--- config.mk ---
export PLATFORM = sky130hd
export DESIGN_NAME = acia_tx_serializer
export DESIGN_NICKNAME = d
export VERILOG_FILES = /design/src/rtl/acia_tx_serializer.sv
export SDC_FILE = /design/constraint.sdc
export NUM_CORES = 1
export LEC_CHECK = 0
export ABC_AREA = 0
export BUFFER_PORTS_ARGS = -buffer_cell sky130_fd_sc_hd__buf_2
export CAP_MARGIN = 0
export CELL_PAD_IN_SITES_DETAIL_PLACEMENT = 1
export CELL_PAD_IN_SITES_GLOBAL_PLACEMENT = 2
export CORE_MARGIN = 2
export CORE_UTILIZATION = 35
export DETAILED_ROUTE_END_ITERATION = 16
export PLACE_DENSITY_LB_ADDON = 0.1
export SYNTH_ARGS = -nofsm -noshare
export SYNTH_HDL_FRONTEND = slang
export SYNTH_SLANG_ARGS = --single-unit
export TNS_END_PERCENT = 10
--- constraint.sdc ---
create_clock -name CLK -period 5.9 [get_ports CLK]
set_input_delay 0.885 -clock CLK [delete_from_list [all_inputs] [get_ports CLK]]
set_output_delay 0.885 -clock CLK [all_outputs]
set_load 0.03 [all_outputs]
--- src/rtl/acia_tx_serializer.sv ---
// acia_tx_serializer: bit-level asynchronous transmitter for the 6551 ACIA emulation.
// A small byte FIFO feeds a start/data/parity/stop shifter; line format is latched
// from CTL/CMD at the start of every frame.
//
// Ports:
//   CLK      system clock
//   RESET_N  asynchronous active-low reset
//   XTAL_CE  1.8432 MHz clock enable, single-CLK pulse; bit timing counts these
//   CTL      control reg: [3:0] baud code, [6:5] word length, [7] stop-bit select
//   CMD      command reg: [0] TX enable, [3:2] TX control, [5] parity en, [7:6] parity mode
//   DATA_IN  byte to transmit, qualified by WR_STB
//   WR_STB   one-CLK write strobe
//   CTS_N    clear-to-send, active low
//   TXD      serial output, idle high
//   TDRE     FIFO not full (registered)
//   TX_BUSY  frame in progress or FIFO non-empty
//   OVERFLOW one-CLK pulse when a write to a full FIFO is dropped
module acia_tx_serializer #(
    parameter int unsigned DEPTH = 4,
    parameter int unsigned AW    = 2
) (
    input  logic       CLK,
    input  logic       RESET_N,
    input  logic       XTAL_CE,
    input  logic [7:0] CTL,
    input  logic [7:0] CMD,
    input  logic [7:0] DATA_IN,
    input  logic       WR_STB,
    input  logic       CTS_N,
    output logic       TXD,
    output logic       TDRE,
    output logic       TX_BUSY,
    output logic       OVERFLOW
);

    localparam int unsigned   CW       = AW + 1;
    localparam logic [CW-1:0] FULL_CNT = CW'(DEPTH);

    typedef enum logic [2:0] {
        StIdle, StStart, StData, StParity, StStop, StBreak
    } state_t;

    // Bit time in XTAL_CE ticks for each baud code.
    function automatic logic [15:0] baud_ticks(input logic [3:0] code);
        logic [15:0] n;
        case (code)
            4'h0:    n = 16'd16;
            4'h1:    n = 16'd36864;
            4'h2:    n = 16'd24576;
            4'h3:    n = 16'd16769;
            4'h4:    n = 16'd13696;
            4'h5:    n = 16'd12288;
            4'h6:    n = 16'd6144;
            4'h7:    n = 16'd3072;
            4'h8:    n = 16'd1536;
            4'h9:    n = 16'd1024;
            4'hA:    n = 16'd768;
            4'hB:    n = 16'd512;
            4'hC:    n = 16'd384;
            4'hD:    n = 16'd256;
            4'hE:    n = 16'd192;
            default: n = 16'd96;
        endcase
        return n;
    endfunction

    // FIFO
    logic [7:0]    r_mem [DEPTH];
    logic [AW-1:0] r_wptr;
    logic [AW-1:0] r_rptr;
    logic [CW-1:0] r_count;
    logic [CW-1:0] w_count_d;
    logic          r_tdre;
    logic          r_ovf;
    logic          w_full;
    logic          w_empty;
    logic          w_push;
    logic          w_pop;
    logic          w_start_ok;
    logic [7:0]    w_head;

    // Frame engine
    state_t        r_state;
    logic          r_txd;
    logic [15:0]   r_tick;
    logic [15:0]   r_n;
    logic [7:0]    r_shift;
    logic [3:0]    r_bitcnt;
    logic          r_par_en;
    logic          r_par_bit;
    logic          r_stop_two;
    logic          r_stop_half;
    logic          r_stop_second;
    logic          r_brk_rel;
    logic [15:0]   w_limit;
    logic          w_tick_done;
    logic          w_counting;
    logic [7:0]    w_mask;
    logic          w_par_bit;
    logic          w_stop_two;
    logic          w_stop_half;
    logic          w_unused;

    assign w_unused = ^{CTL[4], CMD[4], CMD[1]};

    assign w_full     = (r_count == FULL_CNT);
    assign w_empty    = (r_count == '0);
    assign w_head     = r_mem[r_rptr];
    assign w_start_ok = !w_empty && CMD[0] && !CTS_N && (CMD[3:2] != 2'b11);
    assign w_pop      = (r_state == StIdle) && w_start_ok;
    // A pop in the same cycle frees a slot, so a write to a full FIFO still lands.
    assign w_push     = WR_STB && (!w_full || w_pop);
    assign w_count_d  = r_count + CW'(w_push) - CW'(w_pop);

    always_comb begin
        w_mask = 8'hFF >> CTL[6:5];
        case (CMD[7:6])
            2'b00:   w_par_bit = ~^(w_head & w_mask);
            2'b01:   w_par_bit = ^(w_head & w_mask);
            2'b10:   w_par_bit = 1'b1;
            default: w_par_bit = 1'b0;
        endcase
        w_stop_two  = 1'b0;
        w_stop_half = 1'b0;
        if (CTL[7]) begin
            if (CTL[6:5] == 2'b11 && !CMD[5]) begin
                // 5 bits, no parity: 1.5 stop bits
                w_stop_two  = 1'b1;
                w_stop_half = 1'b1;
            end else if (!(CTL[6:5] == 2'b00 && CMD[5])) begin
                w_stop_two = 1'b1;
            end
        end
        // Second half of a 1.5-stop segment runs for half a bit time.
        w_limit = (r_state == StStop && r_stop_second && r_stop_half) ? (r_n >> 1) : r_n;
    end

    assign w_tick_done = XTAL_CE && (r_tick == w_limit - 16'd1);
    assign w_counting  = (r_state != StIdle) && !(r_state == StBreak && !r_brk_rel);

    always_ff @(posedge CLK) begin
        if (w_push) r_mem[r_wptr] <= DATA_IN;
    end

    always_ff @(posedge CLK or negedge RESET_N) begin
        if (!RESET_N) begin
            r_wptr  <= '0;
            r_rptr  <= '0;
            r_count <= '0;
            r_tdre  <= 1'b1;
            r_ovf   <= 1'b0;
        end else begin
            if (w_push) r_wptr <= r_wptr + 1'b1;
            if (w_pop)  r_rptr <= r_rptr + 1'b1;
            r_count <= w_count_d;
            r_tdre  <= (w_count_d != FULL_CNT);
            r_ovf   <= WR_STB && !w_push;
        end
    end

    always_ff @(posedge CLK or negedge RESET_N) begin
        if (!RESET_N) begin
            r_state       <= StIdle;
            r_txd         <= 1'b1;
            r_tick        <= '0;
            r_n           <= '0;
            r_shift       <= '0;
            r_bitcnt      <= '0;
            r_par_en      <= 1'b0;
            r_par_bit     <= 1'b0;
            r_stop_two    <= 1'b0;
            r_stop_half   <= 1'b0;
            r_stop_second <= 1'b0;
            r_brk_rel     <= 1'b0;
        end else begin
            if (w_counting && XTAL_CE) r_tick <= w_tick_done ? '0 : r_tick + 16'd1;
            case (r_state)
                StIdle: begin
                    r_txd <= 1'b1;
                    if (CMD[3:2] == 2'b11) begin
                        r_state   <= StBreak;
                        r_txd     <= 1'b0;
                        r_brk_rel <= 1'b0;
                    end else if (w_pop) begin
                        // Latch the whole line format so register writes cannot disturb it.
                        r_state       <= StStart;
                        r_txd         <= 1'b0;
                        r_tick        <= '0;
                        r_n           <= baud_ticks(CTL[3:0]);
                        r_shift       <= w_head;
                        r_bitcnt      <= 4'd7 - {2'b00, CTL[6:5]};
                        r_par_en      <= CMD[5];
                        r_par_bit     <= w_par_bit;
                        r_stop_two    <= w_stop_two;
                        r_stop_half   <= w_stop_half;
                        r_stop_second <= 1'b0;
                    end
                end
                StStart: begin
                    if (w_tick_done) begin
                        r_state <= StData;
                        r_txd   <= r_shift[0];
                        r_shift <= r_shift >> 1;
                    end
                end
                StData: begin
                    if (w_tick_done) begin
                        if (r_bitcnt != 4'd0) begin
                            r_txd    <= r_shift[0];
                            r_shift  <= r_shift >> 1;
                            r_bitcnt <= r_bitcnt - 4'd1;
                        end else if (r_par_en) begin
                            r_state <= StParity;
                            r_txd   <= r_par_bit;
                        end else begin
                            r_state <= StStop;
                            r_txd   <= 1'b1;
                        end
                    end
                end
                StParity: begin
                    if (w_tick_done) begin
                        r_state <= StStop;
                        r_txd   <= 1'b1;
                    end
                end
                StStop: begin
                    if (w_tick_done) begin
                        if (r_stop_two && !r_stop_second) r_stop_second <= 1'b1;
                        else                              r_state       <= StIdle;
                    end
                end
                StBreak: begin
                    if (!r_brk_rel) begin
                        r_txd <= 1'b0;
                        if (CMD[3:2] != 2'b11) begin
                            // Guarantee one full mark bit after the break.
                            r_brk_rel <= 1'b1;
                            r_txd     <= 1'b1;
                            r_tick    <= '0;
                            r_n       <= baud_ticks(CTL[3:0]);
                        end
                    end else if (w_tick_done) begin
                        r_state   <= StIdle;
                        r_brk_rel <= 1'b0;
                    end
                end
                default: r_state <= StIdle;
            endcase
        end
    end

    assign TXD      = r_txd;
    assign TDRE     = r_tdre;
    assign OVERFLOW = r_ovf;
    assign TX_BUSY  = (r_state != StIdle) || !w_empty;

endmodule

# Word-level counts from Yosys, hierarchy flattened
# Memory sizes are Yosys's and may differ from the RTL's.
# Cells that the tools add are included.
# classes
addsub	8
n_eq_ne	29
n_shift	1
muxes	63
bitwise_logic	2
n_reduce_logical	46
# op_table
operator	count
two-way mux 16 bit	11
case mux 16 bit (2 select lines)	2
two-way mux 8 bit	5
two-way mux 3 bit	11
!= test 2 bit, second input constant	13
case mux 8 bit (3 select lines)	1
two-way mux 1 bit	23
AND reduction 5 bit	4
case mux 3 bit (6 select lines)	1
adder 16 x 1 -> 16 bit, second input constant	1
equality test 16 bit	1
two-way mux 4 bit	4
subtractor 16 x 1 -> 16 bit, second input constant	1
logical AND 1 bit	15
equality test 3 bit, second input constant	3
AND reduction 9 bit	1
AND 8 bit	1
logical NOT 1 bit	8
case mux 4 bit (2 select lines)	1
XNOR reduction 8 bit	1
XOR reduction 8 bit	1
>> shifter 8 x 2 -> 8 bit, first input constant	1
equality test 2 bit, second input constant	3
equality test 3 x 2 -> 1 bit, second input constant	2
24 further kinds	34
# totals
register_bits	63
mem_bits_rw	32
rom_bits	416
in_bits	29
memories	3
# mem_list
name	words	width	read_ports	rd_clocked_by_memory_dff	wr	line_no	text
(no name shown)	16	13	1	0	0	46	case (code)
(no name shown)	16	13	1	0	0	46	
r_mem	4	8	1	0	1	68	logic [7:0] r_mem [DEPTH];

# Longest topological paths before layout
# Gate-level depths: netlist of the first run.
# depth
word_depth	12
ltp_mapped	13

# Worst setup path before layout of the first run
# No wires, ideal clock.
# synth_path
path_type	input-to-reg
startpoint	in CMD[2]
endpoint	reg r_tdre, in the netlist TDRE
t_arrival_ns	3.538
required_ns	5.814
setup_slack_ns	2.276
stages	13
path_cell_list	and2_1 nor4b_1 nand2_1 a31oi_1 inv_1 ha_1 inv_1 ha_1 inv_1 fa_1 xnor2_1 xnor2_1 nand3b_1
# synth_between
elab_chain_len	8
# synth_rtl
element	line_no	text
start, declared	26	input logic [7:0] CMD,
!= test 2 bit (*)	109	assign w_start_ok = !w_empty && CMD[0] && !CTS_N && (CMD[3:2] != 2'b11);
logical AND 1 bit (*)	109	
logical AND 1 bit (*)	110	assign w_pop = (r_state == StIdle) && w_start_ok;
logical OR 1 bit	112	assign w_push = WR_STB && (!w_full || w_pop);
logical AND 1 bit	112	
adder 3 x 1 -> 3 bit	113	assign w_count_d = r_count + CW'(w_push) - CW'(w_pop);
subtractor 3 x 1 -> 3 bit (*)	113	
named net w_count_d[2]	72	logic [CW-1:0] w_count_d;
!= test 3 bit (*)	156	r_tdre <= (w_count_d != FULL_CNT);
end signal, assigned	156	
end, declared	73	logic r_tdre;
# Mark *: on every way through the listed nets, which the timed path passes. The rest lies on a longest branch.
# A chain may end at the register's enable or synchronous reset.

# Worst setup path in the final report of the first run
# layout_path
startpoint	reg r_state[2]
endpoint	reg r_tick[8]
# layout_between
elab_chain_len	12
# layout_rtl
element	line_no	text
start, declared	83	state_t r_state;
start signal, assigned	163	r_state <= StIdle;
start signal, assigned	181	r_state <= StBreak;
start signal, assigned	186	r_state <= StStart;
equality test 3 bit	135	w_limit = (r_state == StStop && r_stop_second && r_stop_half) ? (r_n >> 1) : r_n;
logical AND 1 bit (2 in series)	135	
two-way mux 16 bit	135	
subtractor 16 x 1 -> 16 bit	138	assign w_tick_done = XTAL_CE && (r_tick == w_limit - 16'd1);
equality test 16 bit	138	
logical AND 1 bit	138	
two-way mux 16 bit (2 in series)	176	if (w_counting && XTAL_CE) r_tick <= w_tick_done ? '0 : r_tick + 16'd1;
two-way mux 16 bit, on equally long branches	236, 184	
two-way mux 16 bit, on equally long branches	234, 180	
case mux 16 bit (2 select lines) (*)	177	case (r_state)
end signal, assigned	176	
end, declared	85	logic [15:0] r_tick;
# Mark *: on every way between the ends. The rest lies on a longest branch, timed or not.

==> impl_metrics.yaml, run 1 <==
min_path:
  hold_start: "r_par_bit$_DFFE_PN0P_"
  holdPathStages: 2
  holdPathEnd: "r_par_bit$_DFFE_PN0P_"
  hold_path_class: "register to register"
placement:
  placed_area_um2: 5910
  place_inst: 770
  gp_congestion: 0.819
  dpl_worst_slack_ns: 1.48
  hpwl_mm: 10.5
  io_buffers: 29
timing:
  rsz0062_at_grt: "no"
  worst_pin_slew_ns: 0.981
  post-route-period-util_pct: 73.8
  hold_viol: 0
  tns_ns: 0
  setup_ws_ns: 1.54
  hold_ws_ns: 0.506
  fmax_mhz: 230
  slew_violations: 0
  skew_ns: 0.0137
  finalSetupViolations: 0
  maxSlewHeadroom_pct: 34.4
  post-route-min-period_ns: 4.36
synthesis:
  syn_nets: 593
  synth-seq-area-share_pct: 44.1
  synth_cell_types: 80
  ys.flop_type: "dfrtp_1"
  synth_cells: 550
  ys_seq_elements: 92
  synth_edf_count: 32
  yosysWarningCount: 0
  synth_area_leader_cell: "dfrtp_1"
  syn_avg_cell_area_um2: 10.2
  yosysTopAreaCellShare_pct: 25.9
  synth_area_um2: 5590
  async_reset_ff_share_pct: 65.2
  synth.area.top_cells: "dfrtp_1 26%, edfxtp_1 17%, xnor2_1 4.2%"
floorplan:
  io_pins: 33
  dieArea_um2: 17000
  rows: 46
  die_x_um: 130
  dieHeight_um: 130
  start_util_pct: 35.5
  core_um2: 15800
clock_network:
  clk_pin_slew_worst_paths_ns: 0.08
  cts_tree: "built"
  cts_made_buffers: 9
  cts.repair.resized: 0
  cts_buffer_depth: 2
  hold_buffers: 0
  htree_num_levels: 3
  postCtsSetupBuffers: 0
  clkSinkCount: 92
  clk_latency_ns: 0.36
  root_buffer: "clkbuf_16"
power:
  switchingPower_mw: 0.646
  pwr-share-clk_pct: 31.5
  pwr-share-comb_pct: 23.3
  leakage_nw: 2.49
  power.total_mw: 1.91
  internal_power_mw: 1.27
  p_sw_share_pct: 33.8
  power_density_nw_per_um2: 308
  seqPwrFrac_pct: 45.2
  ir_worst_vdd_v: 0.000143
critical_path:
  r2r_start: "r_state[2]$_DFFE_PN0P_"
  required_ns: 6.14
  setup.worst_path.class: "register to register"
  end_kind: "register"
  r2r_cells: 9
  r2r_slack_ns: 1.54
  critPathLaunchType: "register"
  cp_max_fo: 16
  reg2reg_to: "r_tick[8]$_DFF_PN0_"
  crit_arrival_ns: 4.60
cells_and_area:
  area_growth_pct: 11.0
  multiInputGateArea_um2: 2880
  post-route-util_pct: 39.4
  final_nets: 608
  final_cell_count_no_fill: 786
  drive_above_1_share_pct: 15.8
  final_common_cell: "dfrtp_1"
  fillers: 1790
  final_area_um2: 6210
  antenna_cells: 0
  layout.area.seq_um2: 2460
  most-common-layout-cells: "58 x dfrtp_1, 49 x nand2_1, 39 x nor2_1"
drt:
  drc: 0
  wl_per_cell_um: 18.4
  dr.pass1.iters: 4
  ant_nets: 0
  via_per_inst: 5.38
  via_count: 4225
  drt_iter0_markers: 185
  wl_mm: 14.5
global_route:
  grt_pass1_vias: 4420
  grtUsageMet2_pct: 31.1
  grt_use_met3_pct: 2.97
  gr-total-overflow: 0
  grt_first_pass_wirelength_mm: 23.7
  grt.busiest_layer: "met2"
  antenna_found_initial: 0
  met1_usage_pct: 23.5
  grt_max_degree: 61
  grt_usage_pct: 18.1
flow_run:
  maxCapViolCount: 0
status:
  outcome: "finished, final reports clean"
flip-flops by register name (all words and copies together) (netlist names):
register / flops
r_count: 3
r_tick: 16
r_stop_two: 1
r_bitcnt: 4
r_state: 3
OVERFLOW: 1
r_n: 13
r_stop_half: 1
TXD: 1
r_wptr: 2
r_shift: 8
r_stop_second: 1
TDRE: 1
r_mem: 32
r_brk_rel: 1
r_par_en: 1
r_rptr: 2
r_par_bit: 1
worst max-delay path by stage:
stage,startpoint,endpoint,slack (ns)
final,r_state[2]$_DFFE_PN0P_,r_tick[8]$_DFF_PN0_,1.54
after global routing,r_state[2]$_DFFE_PN0P_,r_state[1]$_DFFE_PN0P_,1.12
after CTS,r_state[2]$_DFFE_PN0P_,r_tick[9]$_DFF_PN0_,1.46
after detailed placement,r_state[2]$_DFFE_PN0P_,r_tick[9]$_DFF_PN0_,1.48
after global placement,r_state[2]$_DFFE_PN0P_,r_tick[15]$_DFF_PN0_,1.60
after floorplan,CMD[2],TDRE$_DFF_PN1_,2.28
kinds of logic after synthesis:
kind of cell             Yosys count  share of synthesized area (%)
adder cells (fa/ha/maj)           14                           3.27
AO/OA/AOI/OAI                    122                           15.5
buffers and inverters             58                           4.38
XOR/XNOR                          39                           6.35
flip-flops                        92                           44.1
multiplexers                      32                           7.83
AND/OR/NAND/NOR                  193                           18.6
power by group through the flow:
stage | Clock [mW] | Combinational [mW] | Sequential, mW
floorplan | 0 | 0.355 | 0.833
global placement | 0 | 0.441 | 0.870
detailed placement | 0 | 0.454 | 0.877
CTS | 0.618 | 0.457 | 0.864
global route | 0.647 | 0.511 | 0.878
finish | 0.603 | 0.445 | 0.863
worst max-delay path, stage by stage, from the launching register on:
cell	delay [ns]
dfrtp_1	0.66
nor2b_1	0.81
nand2_1	0.47
a21oi_1	0.27
a2111oi_0	0.12
nand2b_1	0.22
or4_4	0.54
nor4b_4	0.70
a21bo_4	0.36
nor2_1	0.08
Yosys cell counts, types with 7 or more instances:
cell	instances
dfrtp_1	58
nand2_1	49
nor2_1	39
edfxtp_1	32
inv_1	28
xnor2_1	27
o21ai_0	24
a21oi_1	19
nand3_1	19
clkbuf_1	18
mux2_2	14
ha_1	13
nor3_1	11
xor2_1	11
mux2i_1	10
or3_1	10
mux4_2	8
nand4_1	8
nor2b_1	8
a31oi_1	7
and2_1	7
buf_2	7
o211ai_1	7
cell type report:
| class | instances | area share [%] |
|---|---|---|
| inverter | 28 | 1.69 |
| multi-input combinational | 400 | 46.5 |
| timing repair buffer | 34 | 2.94 |
| clock buffer | 9 | 3.63 |
| tap | 216 | 4.35 |
| clock inverter | 7 | 1.23 |
| sequential | 92 | 39.7 |
per-layer routing:
layer,vias up,share of wire [%]
met3,15,2.3
li1,2049,-
met2,47,49
met5,-,0
met4,0,1.9
met1,2114,47
Power figures use the tool's default switching activity.
==> inputs of run 2 (changes only) <==
==> constraint.sdc (replaced) <==
create_clock -name CLK -period 3.9 [get_ports CLK]
set_input_delay 0.585 -clock CLK [delete_from_list [all_inputs] [get_ports CLK]]
set_output_delay 0.585 -clock CLK [all_outputs]
set_load 0.03 [all_outputs]
==> impl_metrics.yaml, run 2 (synthesis results as in run 1) <==
timing:
  worst_pin_slew_ns: 0.726
  post-route-period-util_pct: 88.8
  post-route-min-period_ns: 3.46
  finalSetupViolations: 0
  slew_violations: 0
  fmax_mhz: 289
  skew_ns: 0.0147
  rsz0062_at_grt: "no"
  hold_viol: 0
  tns_ns: 0
  maxSlewHeadroom_pct: 51.6
critical_path:
  r2r_cells: 11
  setup.worst_path.class: "register to register"
  required_ns: 4.16
  crit_path_frequent_cell: "buf_4"
  endpoint: "TXD$_DFFE_PN1P_"
  max_stage_delay_ns: 0.58
  crit_start: "r_stop_second$_DFFE_PN0P_"
  r2r_start: "r_stop_second$_DFFE_PN0P_"
  reg2reg_to: "TXD$_DFFE_PN1P_"
  r2r_slack_ns: 0.44
  crit_arrival_ns: 3.73
  crit_chain: "and3b_1 > nand2_1 > buf_4 > a21oi_1 > or3_1 > o21ai_1 > or4_4 > nor4b_4 > buf_4 > nor3_1 > o32ai_1"
  slowest_stage: "and3b_1"
  cp_max_fo: 14
  end_kind: "register"
  critPathLaunchType: "register"
cells_and_area:
  final_nets: 621
  antenna_cells: 0
  drive_above_1_share_pct: 17.7
  largest_register_ff_count: 32
  fillers: 1789
  area_growth_pct: 13.1
  top_regs: "r_mem (32), r_tick (16), r_n (13)"
  final_common_cell: "dfrtp_1"
  most-common-layout-cells: "58 x dfrtp_1, 49 x nand2_1, 39 x nor2_1"
  largest_register: "r_mem"
  final_area_um2: 6330
drt:
  wl_per_cell_um: 18.3
  drc: 0
  via_count: 4356
  dr.pass1.iters: 4
  wl_mm: 14.7
  via_per_inst: 5.45
  ant_nets: 0
  drt_iter0_markers: 167
status:
  outcome: "finished, final reports clean"
clock_network:
  postCtsSetupBuffers: 0
  cts_buffer_depth: 2
  clkSinkCount: 92
  hold_buffers: 0
  clk_latency_ns: 0.36
  root_buffer: "clkbuf_16"
  clk_pin_slew_worst_paths_ns: 0.07
  cts_tree: "built"
  cts.repair.resized: 0
  cts_made_buffers: 9
  htree_num_levels: 3
min_path:
  hold_path_class: "primary input to async pin"
placement:
  gp_congestion: 0.814
  io_buffers: 29
  placed_area_um2: 6020
  hpwl_mm: 10.9
power:
  power_density_nw_per_um2: 460
  leakage_nw: 2.56
  ir_worst_vdd_v: 0.000292
global_route:
  gr-total-overflow: 0
  grt_first_pass_wirelength_mm: 24.1
  antenna_found_initial: 0
  grt_max_degree: 43
  grt_pass1_vias: 4455
  grt_usage_pct: 18.5
floorplan:
  dieArea_um2: 17000
  dieHeight_um: 130
  core_um2: 15800
  io_pins: 33
  die_x_um: 130
  rows: 46
  start_util_pct: 35.5
flow_run:
  maxCapViolCount: 0
-- run 2: cell count changes in the layout (fill, tap and decap cells not counted) --
cell      before  now
buf_4          5   17
buf_12         0    1
clkinv_8       0    2
inv_6          2    1
inv_12         1    0
-- run 2: area by class of cell --
cell class              instances  area, um2  share of cell area [%]
clock buffers                   9        225                    3.56
inverters                      28        105                    1.66
repair buffers                 47        293                    4.63
clock inverters                 7       83.8                    1.33
multi-input cells             400       2880                    45.6
well taps                     216        270                    4.27
flip-flops and latches         92       2460                    39.0
-- run 2: through the flow --
| step | std cells | power [mW] | setup slack [ns] | utilization [%] | hold slack, ns |
|---|---|---|---|---|---|
| after floorplan | 550 | 1.80 | 0.576 | - | 0.289 |
| after global placement | 783 | 2.00 | 0.490 | 38.2 | 0.474 |
| after detailed placement | 783 | 2.04 | 0.429 | 38.2 | 0.488 |
| after CTS | 799 | 2.96 | 0.426 | 40.1 | 0.185 |
| after global routing | 799 | 3.11 | 0.205 | 40.1 | 0.202 |
| final | 799 | 2.91 | 0.435 | 40.1 | 0.181 |
-- run 2: how the worst min path moves through the flow --
stage / end / depth (start not counted)
after detailed placement: r_shift[3]$_DFFE_PN0P_ / 1
after CTS: r_n[7]$_DFFE_PN0P_ / 1
after global placement: r_par_bit$_DFFE_PN0P_ / 2
final: r_n[0]$_DFFE_PN0P_ / 1
after global routing: r_n[0]$_DFFE_PN0P_ / 1
after floorplan: OVERFLOW$_DFF_PN0_ / 0
-- run 2: worst max-delay path: cells and delay by family (launching register included) --
family,cells,cell delay [ns]
AO/OA/AOI/OAI,3,0.58
AND/OR/NAND/NOR,6,1.88
buffers and inverters,2,0.46
flip-flops,1,0.42
-- run 2: report_power, final --
| part | switching [mW] | internal (mW) |
|---|---|---|
| Sequential | 0.134 | 1.16 |
| Combinational | 0.403 | 0.311 |
| Clock | 0.444 | 0.461 |
-- run 2: per-layer routing --
metal	routed length, um	up-vias	part of all wire [%]	global-route usage (%)
li1	-	2080	-	-
met3	306	16	2.1	3.30
met4	247	0	1.7	5.88
met1	6650	2211	45	23.1
met5	0	-	0	0
met2	7450	49	51	32.5
